[config.mk]
export PLATFORM = sky130hd
export DESIGN_NAME = divider32_flat
export DESIGN_NICKNAME = d
export VERILOG_FILES = /design/src/rtl/divider32_if.sv /design/src/rtl/divider32.sv /design/src/flat_wrapper.sv
export SDC_FILE = /design/constraint.sdc
export NUM_CORES = 1
export LEC_CHECK = 0
export CORE_ASPECT_RATIO = 0.8
export CORE_UTILIZATION = 53
export CTS_CLUSTER_SIZE = 40
export DETAILED_ROUTE_END_ITERATION = 8
export PLACE_DENSITY = 0.76
export RECOVER_POWER = 25
export SYNTH_ARGS = -nofsm -noshare
export SYNTH_HDL_FRONTEND = slang
export SYNTH_SLANG_ARGS = --single-unit
[constraint.sdc]
create_clock -name iClk -period 7.4 [get_ports iClk]
set_clock_uncertainty 0.2 [all_clocks]
set_input_delay 0.74 -clock iClk [delete_from_list [all_inputs] [get_ports iClk]]
set_output_delay 0.74 -clock iClk [all_outputs]
set_load 0.02 [all_outputs]
[src/rtl/divider32_if.sv]
// Handshake and result bundle between the datapath and the iterative divider.
// The master drives requests and operands; the slave is the divider itself.
interface divider32_if;
  logic        iStart;
  logic        iSigned;
  logic [31:0] iDividend;
  logic [31:0] iDivisor;
  logic [31:0] oQuotient;
  logic [31:0] oRemainder;
  logic        oBusy;
  logic        oDone;
  logic        oDivZero;

  modport master (
    output iStart, iSigned, iDividend, iDivisor,
    input  oQuotient, oRemainder, oBusy, oDone, oDivZero
  );

  modport slave (
    input  iStart, iSigned, iDividend, iDivisor,
    output oQuotient, oRemainder, oBusy, oDone, oDivZero
  );
endinterface

[src/rtl/divider32.sv]
// Iterative 32-bit signed/unsigned restoring divider, one quotient bit per cycle.
// Results are registered and held until the next accepted start.
module divider32 (
  input  logic      iClk,
  input  logic      iRst,
  divider32_if.slave bus
);

  typedef enum logic [1:0] {StIdle, StCalc, StFin} stateT;

  stateT       stateQ, stateD;
  logic [31:0] divisorQ, divisorD;
  logic [32:0] remQ, remD;
  logic [31:0] quoQ, quoD;
  logic [5:0]  cntQ, cntD;
  logic        quoNegQ, quoNegD;
  logic        remNegQ, remNegD;
  logic        zeroFlagQ, zeroFlagD;
  logic [31:0] quotientQ, quotientD;
  logic [31:0] remainderQ, remainderD;
  logic        busyQ, busyD;
  logic        doneQ, doneD;
  logic        divZeroQ, divZeroD;

  logic        dvdNeg, dvsNeg;
  logic [33:0] shifted, trial;

  always_ff @(posedge iClk) begin
    if (iRst) begin
      stateQ     <= StIdle;
      divisorQ   <= '0;
      remQ       <= '0;
      quoQ       <= '0;
      cntQ       <= '0;
      quoNegQ    <= 1'b0;
      remNegQ    <= 1'b0;
      zeroFlagQ  <= 1'b0;
      quotientQ  <= '0;
      remainderQ <= '0;
      busyQ      <= 1'b0;
      doneQ      <= 1'b0;
      divZeroQ   <= 1'b0;
    end else begin
      stateQ     <= stateD;
      divisorQ   <= divisorD;
      remQ       <= remD;
      quoQ       <= quoD;
      cntQ       <= cntD;
      quoNegQ    <= quoNegD;
      remNegQ    <= remNegD;
      zeroFlagQ  <= zeroFlagD;
      quotientQ  <= quotientD;
      remainderQ <= remainderD;
      busyQ      <= busyD;
      doneQ      <= doneD;
      divZeroQ   <= divZeroD;
    end
  end

  always_comb begin
    stateD     = stateQ;
    divisorD   = divisorQ;
    remD       = remQ;
    quoD       = quoQ;
    cntD       = cntQ;
    quoNegD    = quoNegQ;
    remNegD    = remNegQ;
    zeroFlagD  = zeroFlagQ;
    quotientD  = quotientQ;
    remainderD = remainderQ;
    busyD      = busyQ;
    doneD      = 1'b0;
    divZeroD   = divZeroQ;

    dvdNeg  = bus.iSigned & bus.iDividend[31];
    dvsNeg  = bus.iSigned & bus.iDivisor[31];
    shifted = {remQ, quoQ[31]};
    trial   = shifted - {2'b00, divisorQ};

    case (stateQ)
      StIdle: begin
        if (bus.iStart) begin
          busyD = 1'b1;
          if (bus.iDivisor == '0) begin
            // Quotient register parks the raw dividend for the zero-divisor result.
            zeroFlagD = 1'b1;
            quoD      = bus.iDividend;
            stateD    = StFin;
          end else begin
            zeroFlagD = 1'b0;
            quoD      = dvdNeg ? -bus.iDividend : bus.iDividend;
            divisorD  = dvsNeg ? -bus.iDivisor : bus.iDivisor;
            remD      = '0;
            cntD      = '0;
            quoNegD   = dvdNeg ^ dvsNeg;
            remNegD   = dvdNeg;
            stateD    = StCalc;
          end
        end
      end

      StCalc: begin
        remD = trial[33] ? shifted[32:0] : trial[32:0];
        quoD = {quoQ[30:0], ~trial[33]};
        cntD = cntQ + 6'd1;
        if (cntQ == 6'd31) begin
          stateD = StFin;
        end
      end

      StFin: begin
        busyD    = 1'b0;
        doneD    = 1'b1;
        divZeroD = zeroFlagQ;
        if (zeroFlagQ) begin
          quotientD  = '1;
          remainderD = quoQ;
        end else begin
          quotientD  = quoNegQ ? -quoQ : quoQ;
          remainderD = remNegQ ? -remQ[31:0] : remQ[31:0];
        end
        stateD = StIdle;
      end

      default: stateD = StIdle;
    endcase
  end

  assign bus.oQuotient  = quotientQ;
  assign bus.oRemainder = remainderQ;
  assign bus.oBusy      = busyQ;
  assign bus.oDone      = doneQ;
  assign bus.oDivZero   = divZeroQ;

endmodule

[src/flat_wrapper.sv]
// flat-port wrapper written by rule: the top's interface ports become plain ports
module divider32_flat 
  (iClk, iRst, bus_iStart, bus_iSigned, bus_iDividend, bus_iDivisor, bus_oQuotient, bus_oRemainder, bus_oBusy, bus_oDone, bus_oDivZero);
  divider32_if bus_i ();
  input  logic iClk;
  input  logic iRst;
  input wire logic [$bits(bus_i.iStart)-1:0] bus_iStart;
  input wire logic [$bits(bus_i.iSigned)-1:0] bus_iSigned;
  input wire logic [$bits(bus_i.iDividend)-1:0] bus_iDividend;
  input wire logic [$bits(bus_i.iDivisor)-1:0] bus_iDivisor;
  output wire logic [$bits(bus_i.oQuotient)-1:0] bus_oQuotient;
  output wire logic [$bits(bus_i.oRemainder)-1:0] bus_oRemainder;
  output wire logic [$bits(bus_i.oBusy)-1:0] bus_oBusy;
  output wire logic [$bits(bus_i.oDone)-1:0] bus_oDone;
  output wire logic [$bits(bus_i.oDivZero)-1:0] bus_oDivZero;
  assign bus_i.iStart = bus_iStart;
  assign bus_i.iSigned = bus_iSigned;
  assign bus_i.iDividend = bus_iDividend;
  assign bus_i.iDivisor = bus_iDivisor;
  assign bus_oQuotient = bus_i.oQuotient;
  assign bus_oRemainder = bus_i.oRemainder;
  assign bus_oBusy = bus_i.oBusy;
  assign bus_oDone = bus_i.oDone;
  assign bus_oDivZero = bus_i.oDivZero;
  divider32 u_core (.iClk(iClk), .iRst(iRst), .bus(bus_i));
endmodule
# Word-level counts from Yosys, hierarchy flattened
# Index checks and enable logic that the tools add are counted.
[totals]
inputBits = 68
out_inout_bits = 67
elab_cells = 64
reg_bits = 175
[classes]
muxes = 24
n_reduce_logical = 10
n_eq_ne = 6
n_addsub = 6
n_bitwise = 5
[ops]
columns = ["op", "count"]
rows = [
  ["32-bit 2-to-1 mux", 8],
  ["32-bit negation", 4],
  ["33-bit 2-to-1 mux", 3],
  ["33-bit one-hot mux with 2 select lines", 1],
  ["32-bit one-hot mux with 2 select lines", 1],
  ["34-bit by 32-bit subtractor with 34-bit output", 1],
  ["32-bit zero test", 1],
  ["6-bit 2-to-1 mux", 2],
  ["6-bit one-hot mux with 2 select lines", 1],
  ["2-bit AND reduction", 4],
  ["6-bit by 1-bit adder with 6-bit output (second input constant)", 1],
  ["6-bit by 5-bit == test with 1-bit output (second input constant)", 1],
  ["2-bit 2-to-1 mux", 3],
  ["3-bit AND reduction", 2],
  ["2-bit != test (second input constant)", 2],
  ["2-bit one-hot mux with 2 select lines", 1],
  ["2-bit nonzero test", 2],
  ["1-bit 2-to-1 mux", 3],
  ["1-bit AND", 2],
  ["2-bit by 1-bit == test with 1-bit output (second input constant)", 1],
  ["2-bit == test (second input constant)", 1],
  ["2-bit zero test", 1],
  ["2-bit by 1-bit != test with 1-bit output (second input constant)", 1],
  ["1-bit inverter", 2],
  ["other kinds (2)", 2],
]

# Depth between registers and ports, before layout
[logic_depth]
ltp_word = 5
mapped_depth = 14
ltp_nobuf = 14

# Least setup slack after synthesis
# No wires, ideal clock.
[synth_timing]
kind = "in2reg"
start = "in bus_iDividend[8]"
end = "reg u_core.quoQ[29]"
setup_slack_ns = 3.914
t_required_ns = 7.086
cell_stages = 9
setup_ns = 0.114
t_arrival_ns = 3.171
path_buffers = 0
cell_sequence = "or3_1 > or3_1 > nor2_1 > nand2_1 > or3_1 > or4_1 > o41ai_1 > xor2_1 > a2111oi_0"
[synth_between]
elab_chain_cells = 5
[synth_lines]
columns = ["element", "line_no", "text"]
rows = [
  ["start: declaration", "flat_wrapper.sv:9", "input wire logic [$bits(bus_i.iDividend)-1:0] bus_iDividend;"],
  ["32-bit negation", "divider32.sv:91", "quoD = dvdNeg ? -bus.iDividend : bus.iDividend;"],
  ["32-bit 2-to-1 mux", "divider32.sv:91", ""],
  ["32-bit 2-to-1 mux", "divider32.sv:84", "if (bus.iDivisor == '0) begin"],
  ["32-bit 2-to-1 mux", "divider32.sv:82", "if (bus.iStart) begin"],
  ["32-bit one-hot mux with 2 select lines", "divider32.sv:80", "case (stateQ)"],
  ["end signal: assignment", "divider32.sv:47", "quoQ <= quoD;"],
  ["end: declaration", "divider32.sv:14", "logic [31:0] quoQ, quoD;"],
]
# No other way between the ends. The select of a mux whose other input is x is not followed.
# A chain may end at the register's enable or synchronous reset.

# Worst setup path in the final report
[layout_timing]
start = "reg u_core.stateQ[1]"
end = "reg u_core.remainderQ[23], in the netlist u_core.bus.oRemainder[23]"
[layout_between]
elab_chain_cells = 1
[layout_lines]
columns = ["element", "line_no", "text"]
rows = [
  ["start: declaration", "divider32.sv:11", "stateT stateQ, stateD;"],
  ["start signal: assignment", "divider32.sv:30", "stateQ <= StIdle;"],
  ["start signal: assignment", "divider32.sv:44", "stateQ <= stateD;"],
  ["2-bit == test", "divider32.sv:80", ""],
  ["end signal: assignment", "divider32.sv:53", "remainderQ <= remainderD;"],
  ["end: declaration", "divider32.sv:20", "logic [31:0] remainderQ, remainderD;"],
]
# No other way between the ends.

==> summary.txt <==
Synth cell count leaders: 175 x dfxtp_1, 156 x nor2_1, 149 x nand2_1
Crit path kind: reg2reg
CTS Buf Count: 17
Chip height: 130.5 um
Comb pwr share: 50.9%
Seq cells post-synth: 175
Power Density: 344.5 nW/um2
Fin. max-slew vios: 92
Peak supply drop: 0.9104 mV
Global route overflow: 0
Main area contributors after synthesis: dfxtp_1 32%, xnor2_1 7.5%, nor2_1 5.3%, nand2_1 5.1%, xor2_1 4.6%
Final WS setup: 2.846 ns
Hold Path Depth: 2
CTS hold repair buffers: 0
Post-DR vias/cell: 6.216
Clock slew at reported path FFs: 0.07 ns
Final wirelength: 33130 um
Routed WL per cell: 18.84 um
Critical path arrival: 4.64 ns
Clock power frac: 21.1%
Share of synthesized flip-flops with an asynchronous set or reset: 0%
Cell count after synthesis: 1417
Synthesized cell area: 10950 um2
Reg-to-reg endpoint: u_core.bus.oRemainder[23]
Worst min path class: reg2reg
Syn_area_per_cell: 7.724 um2
Iteration-0 DRC Markers: 1236
Reg2reg setup slack: 2.85 ns
Placer Congestion: 0.9210
Synth top area share: 32.01%
Slew headroom: -143.3%
Setup bufs post-CTS: 0
Startpoint types: register
Failing checks: max-capacitance violations, max-slew violations
Hold endpoint: u_core.divisorQ[21]
Top-count cell post-synth: dfxtp_1
Area overhead of the layout relative to synthesis: 18.06%
Pre-CTS setup slack: 2.769 ns
Net Count, Synth: 1523
Cell taking the most area after synthesis: dfxtp_1
Vias in the first global route: 9748
Post-route ant nets: 0
TritonCTS clock tree: built
Core area: 20030 um2
Boundary Pins: 135
R2R depth: 5
Clock latency on the worst-skew pair: 0.44 ns
First-pass GRT wire length: 51440 um
Root Buffer: clkbuf_16
Full die area: 21230 um2
Crit path capture type: register
RSZ-0062 raised after global routing: false
Hpwl dp: 23690 um
R2r startpoint: u_core.stateQ[1]
CTS-repair resized insts: 0
Minimum clock period: 4.554 ns
Layout cells sized above 1: 4.016%
Status: complete, but fails checks
Top FF cell, synth: dfxtp_1
Layout net count: 1587
Fmax: 219.6 MHz
Number of synthesized flops with an enable pin: 0
Largest buffer count on any clock path: 2
Hold wc startpoint: u_core.divisorQ[21]
Seq/Total Area, Yosys: 32.01%
Final Setup Violations: 0
Max-Cap Viols: 1
Post-Layout Inst Area: 12920 um2
GRT Resource Usage Total: 30.64%
Endpoints failing hold: 0
Starting Density: 54.65%
Largest net degree at the start of global routing: 92
First-pass detailed-route iteration total: 6
Cell Area, Placed: 12330 um2
Net Switching: 1.992 mW
Via count: 10930
Overall die width: 162.7 um
DRC viols: 0
Initial antenna violation count: 0
Period utilisation layout: 61.54%
CP Max Fanout: 91
Port Buffer Count: 134
Synth warn: 0
Internal power: 2.460 mW
H-tree levels: 4
Least-Margin Pin Slew: 3.649 ns
Sw Share: 44.75%
Row cnt: 46
ANT cells: 0
Worst EP required: 7.49 ns
Sequential Power Share: 28.1%
Static Leak: 4.993 nW
Post-Route Setup TNS: 0 ns
Synth cell types: 64
Clock Sinks: 175
## per-stage QoR
step           total power, mW  cells  hold WS [ns]  utilization (%)
2_1_floorplan            2.864   1417        0.2319                -
3_3_place_gp             3.400   1726        0.2392            61.56
3_5_place_dp             3.438   1726        0.2432            61.56
4_1_cts                  4.387   1758        0.2520            64.57
5_1_grt                  4.702   1758        0.2677            64.52
6_report                 4.452   1758        0.2519            64.52
## worst max path at each step
stage | depth (start not counted) | start | end | slack [ns]
finish | 5 | u_core.stateQ[1] | u_core.bus.oRemainder[23] | 2.85
detailed placement | 10 | bus_iDivisor[13] | u_core.quoQ[27] | 2.77
floorplan | 9 | bus_iDividend[8] | u_core.quoQ[29] | 3.91
global route | 5 | u_core.stateQ[1] | u_core.bus.oRemainder[19] | 2.37
global placement | 10 | bus_iDivisor[13] | u_core.quoQ[29] | 2.91
CTS | 10 | bus_iDivisor[13] | u_core.quoQ[29] | 3.17
## state kept, by name (all words and copies together) (netlist names), 2 cells and up
name                   cells
u_core.bus.oQuotient      32
u_core.bus.oRemainder     32
u_core.cntQ                6
u_core.divisorQ           32
u_core.quoQ               32
u_core.remQ               33
u_core.stateQ              2
## power groups by stage
stage	clock network, mW	registers (mW)	logic [mW]
floorplan	0	1.17	1.70
global placement	0	1.26	2.14
detailed placement	0	1.26	2.18
CTS	0.939	1.24	2.21
global route	0.981	1.26	2.46
finish	0.937	1.25	2.26
## cells in the final DEF (no fill, tap or decap), types with 12 or more instances in the layout
master / n
dlygate4sd3_1: 48
a21oi_1: 73
inv_1: 54
o31ai_1: 28
nand3_1: 48
clkbuf_16: 17
o21ai_0: 81
a211oi_1: 33
dfxtp_1: 175
nor2_1: 154
nand2b_1: 17
ha_1: 37
o211ai_1: 26
clkdlybuf4s50_1: 85
a32oi_1: 24
xor2_1: 57
xnor2_1: 93
a22oi_1: 29
nand2_1: 149
or4_1: 12
o41ai_1: 22
o22ai_1: 57
a21o_1: 12
nor3_1: 24
## critical path: stages, from the launching register on
cell and delay (ns):
dfxtp_1 0.44, nor2b_1 0.22, clkbuf_1 2.58, o211ai_1 0.61, o21ai_0 0.27, nor2_1 0.07
## cell type report
type                            count  area, um2
Tap cell                          264      330.3
Timing Repair Buffer              144       1410
Multi-Input combinational cell   1088       6868
Inverter                           55      206.4
Clock buffer                       24      501.7
Fill cell                        1723       7107
Sequential cell                   175       3503
Clock inverter                      8      102.6
## layer usage
layer	track usage, %	wire length [um]	up-vias
li1	-	-	5239
met3	7.071	2997	42
met1	44.35	15410	5182
met2	45.20	14210	464
met4	8.741	505	0
met5	0	0	-
## logic make-up after synthesis
kind of cell    Yosys count  synth area share, %
compound gates          433                26.45
xor+xnor                151                12.08
fa+ha+maj                38                4.412
buf+inv                 154                5.487
flops                   175                32.01
mux                       3               0.2858
simple gates            463                19.27
Power figures use the tool's default switching activity.
